[config.mk]
export PLATFORM = sky130hd
export DESIGN_NAME = fifo_uart_tx
export DESIGN_NICKNAME = d
export VERILOG_FILES = /design/src/rtl/fifo_uart_tx.sv
export SDC_FILE = /design/constraint.sdc
export NUM_CORES = 1
export LEC_CHECK = 0
export BUFFER_PORTS_ARGS = -buffer_cell sky130_fd_sc_hd__buf_2
export CORE_MARGIN = 10
export CORE_UTILIZATION = 52
export CTS_CLUSTER_DIAMETER = 200
export DETAILED_ROUTE_END_ITERATION = 12
export GPL_ROUTABILITY_DRIVEN = 0
export HOLD_SLACK_MARGIN = 0.06
export PLACE_DENSITY = 0.73
export SYNTH_ARGS = -nofsm -noshare
export SYNTH_HDL_FRONTEND = slang
export SYNTH_SLANG_ARGS = --single-unit
[constraint.sdc]
create_clock -name clk -period 2.44 [get_ports clk]
set_clock_uncertainty 0.15 [all_clocks]
set_input_delay 0.366 -clock clk [delete_from_list [all_inputs] [get_ports clk]]
set_output_delay 0.366 -clock clk [all_outputs]
set_load 0.01 [all_outputs]
[src/rtl/fifo_uart_tx.sv]
// Serial transmitter draining a show-ahead FIFO: start bit, DBIT data bits LSB first,
// optional parity bit, then one or two stop bits; one FIFO word per frame.
module fifo_uart_tx #(
  parameter int DBIT         = 8,
  parameter int CLKS_PER_BIT = 16,
  parameter int PARITY       = 0,
  parameter int STOP_BITS    = 1
) (
  input  logic            clk,
  input  logic            rst,
  input  logic            tx_en,
  input  logic            fifo_empty,
  input  logic [DBIT-1:0] fifo_rd_data,
  output logic            fifo_rd_en,
  output logic            tx,
  output logic            busy,
  output logic            frame_done
);

  localparam int CW = $clog2(CLKS_PER_BIT * 2);
  localparam int IW = $clog2(DBIT + 1);
  localparam logic [CW-1:0] CNT_LAST  = CW'(CLKS_PER_BIT - 1);
  localparam logic [IW-1:0] IDX_LAST  = IW'(DBIT - 1);
  localparam logic [IW-1:0] STOP_LAST = IW'(STOP_BITS - 1);

  // IDLE: wait/pop | START: low bit | DATA: LSB first | PARITY: optional | STOP: high bits
  typedef enum logic [2:0] {S_IDLE, S_START, S_DATA, S_PARITY, S_STOP} state_t;

  state_t          state, state_n;
  logic [DBIT-1:0] shift, shift_n;
  logic [CW-1:0]   cnt, cnt_n;
  logic [IW-1:0]   idx, idx_n;
  logic            par_bit, par_n;
  logic            tx_n;
  logic            bit_end;

  assign bit_end = (cnt == CNT_LAST);
  assign busy    = (state != S_IDLE);

  always_comb begin
    state_n    = state;
    shift_n    = shift;
    cnt_n      = bit_end ? '0 : cnt + CW'(1);
    idx_n      = idx;
    par_n      = par_bit;
    fifo_rd_en = 1'b0;
    frame_done = 1'b0;
    case (state)
      S_IDLE: begin
        cnt_n      = '0;
        fifo_rd_en = tx_en & ~fifo_empty & ~rst;
        if (fifo_rd_en) begin
          shift_n = fifo_rd_data;
          idx_n   = '0;
          // parity is latched from the word as popped, before any shifting
          par_n   = (PARITY == 2) ? ~^fifo_rd_data : ^fifo_rd_data;
          state_n = S_START;
        end
      end
      S_START: begin
        if (bit_end) state_n = S_DATA;
      end
      S_DATA: begin
        if (bit_end) begin
          shift_n = shift >> 1;
          if (idx == IDX_LAST) begin
            idx_n   = '0;
            state_n = (PARITY != 0) ? S_PARITY : S_STOP;
          end else begin
            idx_n = idx + IW'(1);
          end
        end
      end
      S_PARITY: begin
        if (bit_end) state_n = S_STOP;
      end
      S_STOP: begin
        if (bit_end) begin
          if (idx == STOP_LAST) begin
            frame_done = 1'b1;
            idx_n      = '0;
            state_n    = S_IDLE;
          end else begin
            idx_n = idx + IW'(1);
          end
        end
      end
      default: state_n = S_IDLE;
    endcase
  end

  // tx is registered, so it is derived from the state being entered
  always_comb begin
    case (state_n)
      S_START:  tx_n = 1'b0;
      S_DATA:   tx_n = shift_n[0];
      S_PARITY: tx_n = par_n;
      default:  tx_n = 1'b1;
    endcase
  end

  always_ff @(posedge clk) begin
    if (rst) begin
      state   <= S_IDLE;
      shift   <= '0;
      cnt     <= '0;
      idx     <= '0;
      par_bit <= 1'b0;
      tx      <= 1'b1;
    end else begin
      state   <= state_n;
      shift   <= shift_n;
      cnt     <= cnt_n;
      idx     <= idx_n;
      par_bit <= par_n;
      tx      <= tx_n;
    end
  end

endmodule
==> out/metrics.cfg, run 1 <==
[outcome]
status=complete, no violations

[floorplanning]
start_util_pct=56.4
die_width_um=67.1
core_area_sq_mm=0.00204
rows=16
die_area_sq_mm=0.00450
die_h_um=67.1
num_io_pins=16

[critical_path]
start_kind=flip-flop
slowest_stage=or4b_4
end_kind=primary output
path_class=flip-flop to primary output
slowest_delay_ns=0.55
worst-path-max-fanout=10
arrival_ns=1.80
required_ns=1.92
cp_cell_sequence=or4b_4 > or3_4 > clkinv_1 > buf_2

[pwr]
p_leak_nw=0.507
p_sw_share_pct=23.3
p_seq_share_pct=58.3
combPwrFrac_pct=11.1
p_clk_share_pct=30.6
powerDensity_mw_per_mm2=479
ir_drop_mv=0.432
p_int_mw=0.495
switching_power_mw=0.150

[synth]
yosysWarnings=0
synth_flop_cell=dfxtp_1
syn_inst=142
synthesis.nets=159
ys_seq_area_share_pct=38.3
async_flop_share_pct=0
synthesis.area_sq_mm=0.00115
synth_edf_count=0
ys_ff_latch=22
synth_area_per_cell_sq_um=8.11
ys_types=33

[sta]
tightest_slew_ns=0.508
relSlewSlack_pct=65.9
rsz0062_at_grt=no
fin_crit_ns=2.32
setup_viol=0
max_freq_mhz=431
drv_slew=0
hold_viol_final=0
fin_crit_sh_pct=95.0
tns_ns=0

[clock_network]
cts-buffers-inserted=3
clk_pin_slew_ns=0.12
cts_tree=yes
htreeDepth=1
post_cts_buffers=0
cts_sinks=22
clkLatencyLatePin_ns=0.30
root_buffer=clkbuf_4
clockBufferDepth=2
hold_buffers=0

[cells_and_area]
stdcell_count=186
layout_commonest_cell=nor2_1
finalInstanceArea_sq_mm=0.00135
final_nets=177
final_cell_mix=nor2_1, dfxtp_1, buf_2, nand2_1
fill_cells=182
drive_gt1_share_pct=22.6
antennaDiodeCount=0
utilization_pct=65.9
area_delta_synth_final_pct=17.0

[drt]
drtAntennaViolNets=0
route.detailed.drc=0
met1_length_mm=1.08
wl_met3_um=100
vias_per_cell=5.48
wl_met2_mm=1.25
first_pass_iters=4
drt_wl_total_mm=2.43
wl_per_cell_um=13.1
num_vias=1019
top_layer=met3
drtIter0Drc=31

[global_routing]
grt_pass1_wl_mm=4.28
antenna_found_initial=0
grt.total_usage_pct=11.9
grt_pass1_vias=963
grt_overflow=0
grt_max_degree=19

[placement]
hpwl_mm=1.87
portBuffers=15
dpl-instance-area_sq_mm=0.00126
place_inst=182

[hold_path]
hold_class=primary input to flip-flop

[job]
cap_violations=0

## registers in the layout, indices dropped and copies added (netlist names)
name     cells
tx           1
idx          4
par_bit      1
cnt          5
state        3
shift        8
## layer usage
metal,GRT usage (%),vias to the layer above
met1,13.8,472
met3,3.68,0
li1,-,530
met5,0,-
met4,1.54,0
met2,21.2,17
## kinds of logic after synthesis
group           count (synthesis)  synth area share, %
compound gates                 31                 16.6
xor+xnor                       10                 7.61
fa+ha+maj                       5                 5.43
buf+inv                        11                 4.24
flops                          22                 38.3
mux                             1                0.870
simple gates                   62                 27.0
## synthesized netlist by cell type, types with 2 or more instances
cell	instances	area share, %
a21oi_1	9	3.9
dfxtp_1	22	38
nor3b_1	2	1.3
xnor2_1	9	6.8
ha_1	5	5.4
nor3_1	3	1.3
inv_1	4	1.3
or3_1	2	1.1
nand2b_1	2	1.1
nand2_1	11	3.6
and3_1	3	1.6
a22oi_1	2	1.3
nand3_1	7	3.0
clkbuf_1	5	1.6
o21ai_0	8	3.5
nor2_1	23	7.5
a211oi_1	6	3.9
nor2b_1	3	1.6
a31oi_1	2	1.1
## cell type report
type | count | area, sq um | area share [%]
clock buffers | 4 | 36.3 | 2.70
multi-input cells | 109 | 707 | 52.5
flip-flops and latches | 22 | 445 | 33.1
well taps | 27 | 33.8 | 2.51
inverters | 5 | 18.8 | 1.39
repair buffers | 19 | 105 | 7.81
## through the flow
step	worst slack, ns	total power, mW	hold slack, ns
after global routing	0.0107	0.683	0.173
after global placement	0.236	0.452	0.281
after floorplan	0.259	0.431	0.268
final	0.121	0.645	0.183
after CTS	0.000125	0.656	0.168
after detailed placement	0.210	0.454	0.286
## what timing repair did
action,CTS,global route
endpoints found under the setup margin,2,2
pin swaps,0,1
gates resized for setup,5,9
## power groups by stage
| stage | logic (mW) | clock network [mW] | registers (mW) |
|---|---|---|---|
| floorplan | 0.0507 | 0 | 0.380 |
| global placement | 0.0696 | 0 | 0.383 |
| detailed placement | 0.0707 | 0 | 0.383 |
| CTS | 0.0717 | 0.208 | 0.375 |
| global route | 0.0797 | 0.226 | 0.377 |
| finish | 0.0713 | 0.198 | 0.376 |
## path summary, 6_finish.rpt
path | from | to | slack (ns) | cells after the start
worst min register to register | shift[3]$_SDFFE_PP0P_ | shift[2]$_SDFFE_PP0P_ | 0.31 | 2
worst max register to register | cnt[0]$_SDFF_PP0_ | idx[2]$_SDFFE_PP0P_ | 0.22 | 7
worst max-delay path | state[1]$_SDFF_PP0_ | fifo_rd_en | 0.12 | 4
worst min-delay path | fifo_rd_data[0] | shift[0]$_SDFF_PP0_ | 0.18 | 3
## worst max-delay path, delay by kind of cell, from the launching register on
family / cells / cell delay [ns]
flip-flops: 1 / 0.34
buffers and inverters: 2 / 0.20
AND/OR/NAND/NOR: 2 / 0.96
(Power assumes the default switching activity.)
==> run 2, diff against run 1 <==
--- a/config.mk
+++ b/config.mk
@@ -6,13 +6,15 @@
 export NUM_CORES = 1
 export LEC_CHECK = 0
 export BUFFER_PORTS_ARGS = -buffer_cell sky130_fd_sc_hd__buf_2
+export CELL_PAD_IN_SITES_DETAIL_PLACEMENT = 1
+export CELL_PAD_IN_SITES_GLOBAL_PLACEMENT = 1
 export CORE_MARGIN = 10
-export CORE_UTILIZATION = 52
+export CORE_UTILIZATION = 41
 export CTS_CLUSTER_DIAMETER = 200
 export DETAILED_ROUTE_END_ITERATION = 12
 export GPL_ROUTABILITY_DRIVEN = 0
 export HOLD_SLACK_MARGIN = 0.06
-export PLACE_DENSITY = 0.73
+export PLACE_DENSITY_LB_ADDON = 0.1
 export SYNTH_ARGS = -nofsm -noshare
 export SYNTH_HDL_FRONTEND = slang
 export SYNTH_SLANG_ARGS = --single-unit
==> run 2 against run 1 <==
Against the previous run:
- worst setup slack lost 0.033 ns
- combinational power grew 3.8%
- sequential share of layout area shrank 1.0 points
- critical path depth is the same
- largest power group unchanged
==> out/metrics.cfg, run 2 (synthesis gave the netlist of run 1 again) <==
[outcome]
status=complete, no violations

[critical_path]
cp_cell_sequence=or4b_4 > or3_4 > clkinv_1 > buf_2
start_kind=flip-flop
slowest_stage=or4b_4
path_class=flip-flop to primary output
reg2reg_slack_ns=0.20
worstReg2RegEnd=idx[2]$_SDFFE_PP0P_
slowest_delay_ns=0.56
worst-path-max-fanout=10
arrival_ns=1.84
r2r-start=cnt[0]$_SDFF_PP0_
r2r_cells=7
end_kind=primary output
required_ns=1.92

[drt]
first_pass_iters=4
drtAntennaViolNets=0
vias_per_cell=5.48
wl_per_cell_um=14.9
route.detailed.drc=0
drt_wl_total_mm=2.86
drtIter0Drc=42
num_vias=1052

[sta]
setup_viol=0
tightest_slew_ns=0.403
fin_crit_ns=2.35
rsz0062_at_grt=no
max_freq_mhz=425
relSlewSlack_pct=73.1
drv_slew=0
hold_viol_final=0
tns_ns=0
fin_crit_sh_pct=96.4

[cells_and_area]
utilization_pct=51.3
finalInstanceArea_sq_mm=0.00139
final_cell_mix=nor2_1, dfxtp_1, buf_2, nand2_1
antennaDiodeCount=0
largest_register_ffs=8
layout_commonest_cell=nor2_1
drive_gt1_share_pct=24.2
fill_cells=334
largest_registers=shift (8), cnt (5), idx (4)
top_register=shift
final_nets=179
area_delta_synth_final_pct=20.8

[floorplanning]
num_io_pins=16
rows=19
core_area_sq_mm=0.00271
die_width_um=73.0
start_util_pct=42.5
die_area_sq_mm=0.00533
die_h_um=73.0

[hold_path]
min_to=shift[7]$_SDFFE_PP0P_
min_path_cells=3
worstHoldStart=fifo_rd_data[7]
hold_class=primary input to flip-flop

[global_routing]
grt_max_degree=19
grt_pass1_wl_mm=5.03
grt_pass1_vias=1062
grt.total_usage_pct=11.6
antenna_found_initial=0
grt_overflow=0

[clock_network]
clkLatencyLatePin_ns=0.32
cts_sinks=22
htreeDepth=1
clockBufferDepth=2
root_buffer=clkbuf_4
cts-buffers-inserted=3
cts_tree=yes
clk_pin_slew_ns=0.13

[placement]
dpl-instance-area_sq_mm=0.00127
hpwl_mm=2.15
portBuffers=15

[job]
cap_violations=0

[pwr]
ir_drop_mv=0.433
p_leak_nw=0.523
powerDensity_mw_per_mm2=527

==> run 2: worst max-delay path by stage <==
stage                             start                  end  slack, ns  depth (start not counted)
floorplan             cnt[0]$_SDFF_PP0_  idx[2]$_SDFFE_PP0P_       0.26                          7
global placement             fifo_empty           fifo_rd_en       0.23                          5
detailed placement    cnt[0]$_SDFF_PP0_  idx[0]$_SDFFE_PP0P_       0.13                          9
CTS                 idx[0]$_SDFFE_PP0P_           frame_done       0.01                          6
global route        idx[0]$_SDFFE_PP0P_           frame_done      0.009                          6
finish              state[1]$_SDFF_PP0_           fifo_rd_en       0.09                          4
==> run 2: final cells by class <==
cell class                 instances  area (sq um)  area share [%]
tap                               31          38.8            2.79
timing repair buffer              21           120            8.64
clock inverter                     1          30.0            2.16
sequential                        22           445            32.0
clock buffer                       3          22.5            1.62
multi-input combinational        109           714            51.4
inverter                           5          18.8            1.35
==> run 2: metal layers <==
layer,track usage (%),routed length (um),part of all wire (%),up-vias
met4,5.06,48,1.7,0
met2,17.1,1290,45,13
li1,-,-,-,535
met1,15.7,1450,51,500
met5,0,0,0,-
met3,2.59,75,2.6,4
==> run 2: through the flow <==
stage	power, mW	hold slack [ns]	std cells	setup slack (ns)
3_5_place_dp	0.457	0.298	187	0.130
5_1_grt	0.765	0.135	192	0.00884
6_report	0.733	0.152	192	0.0885
2_1_floorplan	0.431	0.268	142	0.259
3_3_place_gp	0.455	0.282	187	0.234
4_1_cts	0.742	0.141	192	0.0102
==> run 2: worst max-delay path: cells and delay by family (launching register included) <==
family,cells,cell delay [ns]
buffers and inverters,2,0.20
DFF,1,0.35
and+or+nand+nor,2,0.97
==> run 2: power by group <==
group / switching, mW / internal [mW]
clock network: 0.116 / 0.166
logic: 0.0383 / 0.0357
registers: 0.00734 / 0.369
==> run 2: repair_timing <==
| action | 4_1_cts | 5_1_grt |
|---|---|---|
| buffers inserted | 1 | 0 |
| endpoints found under the setup margin | 2 | 5 |
| resized for setup | 7 | 8 |
| hold buffers | 0 | 0 |
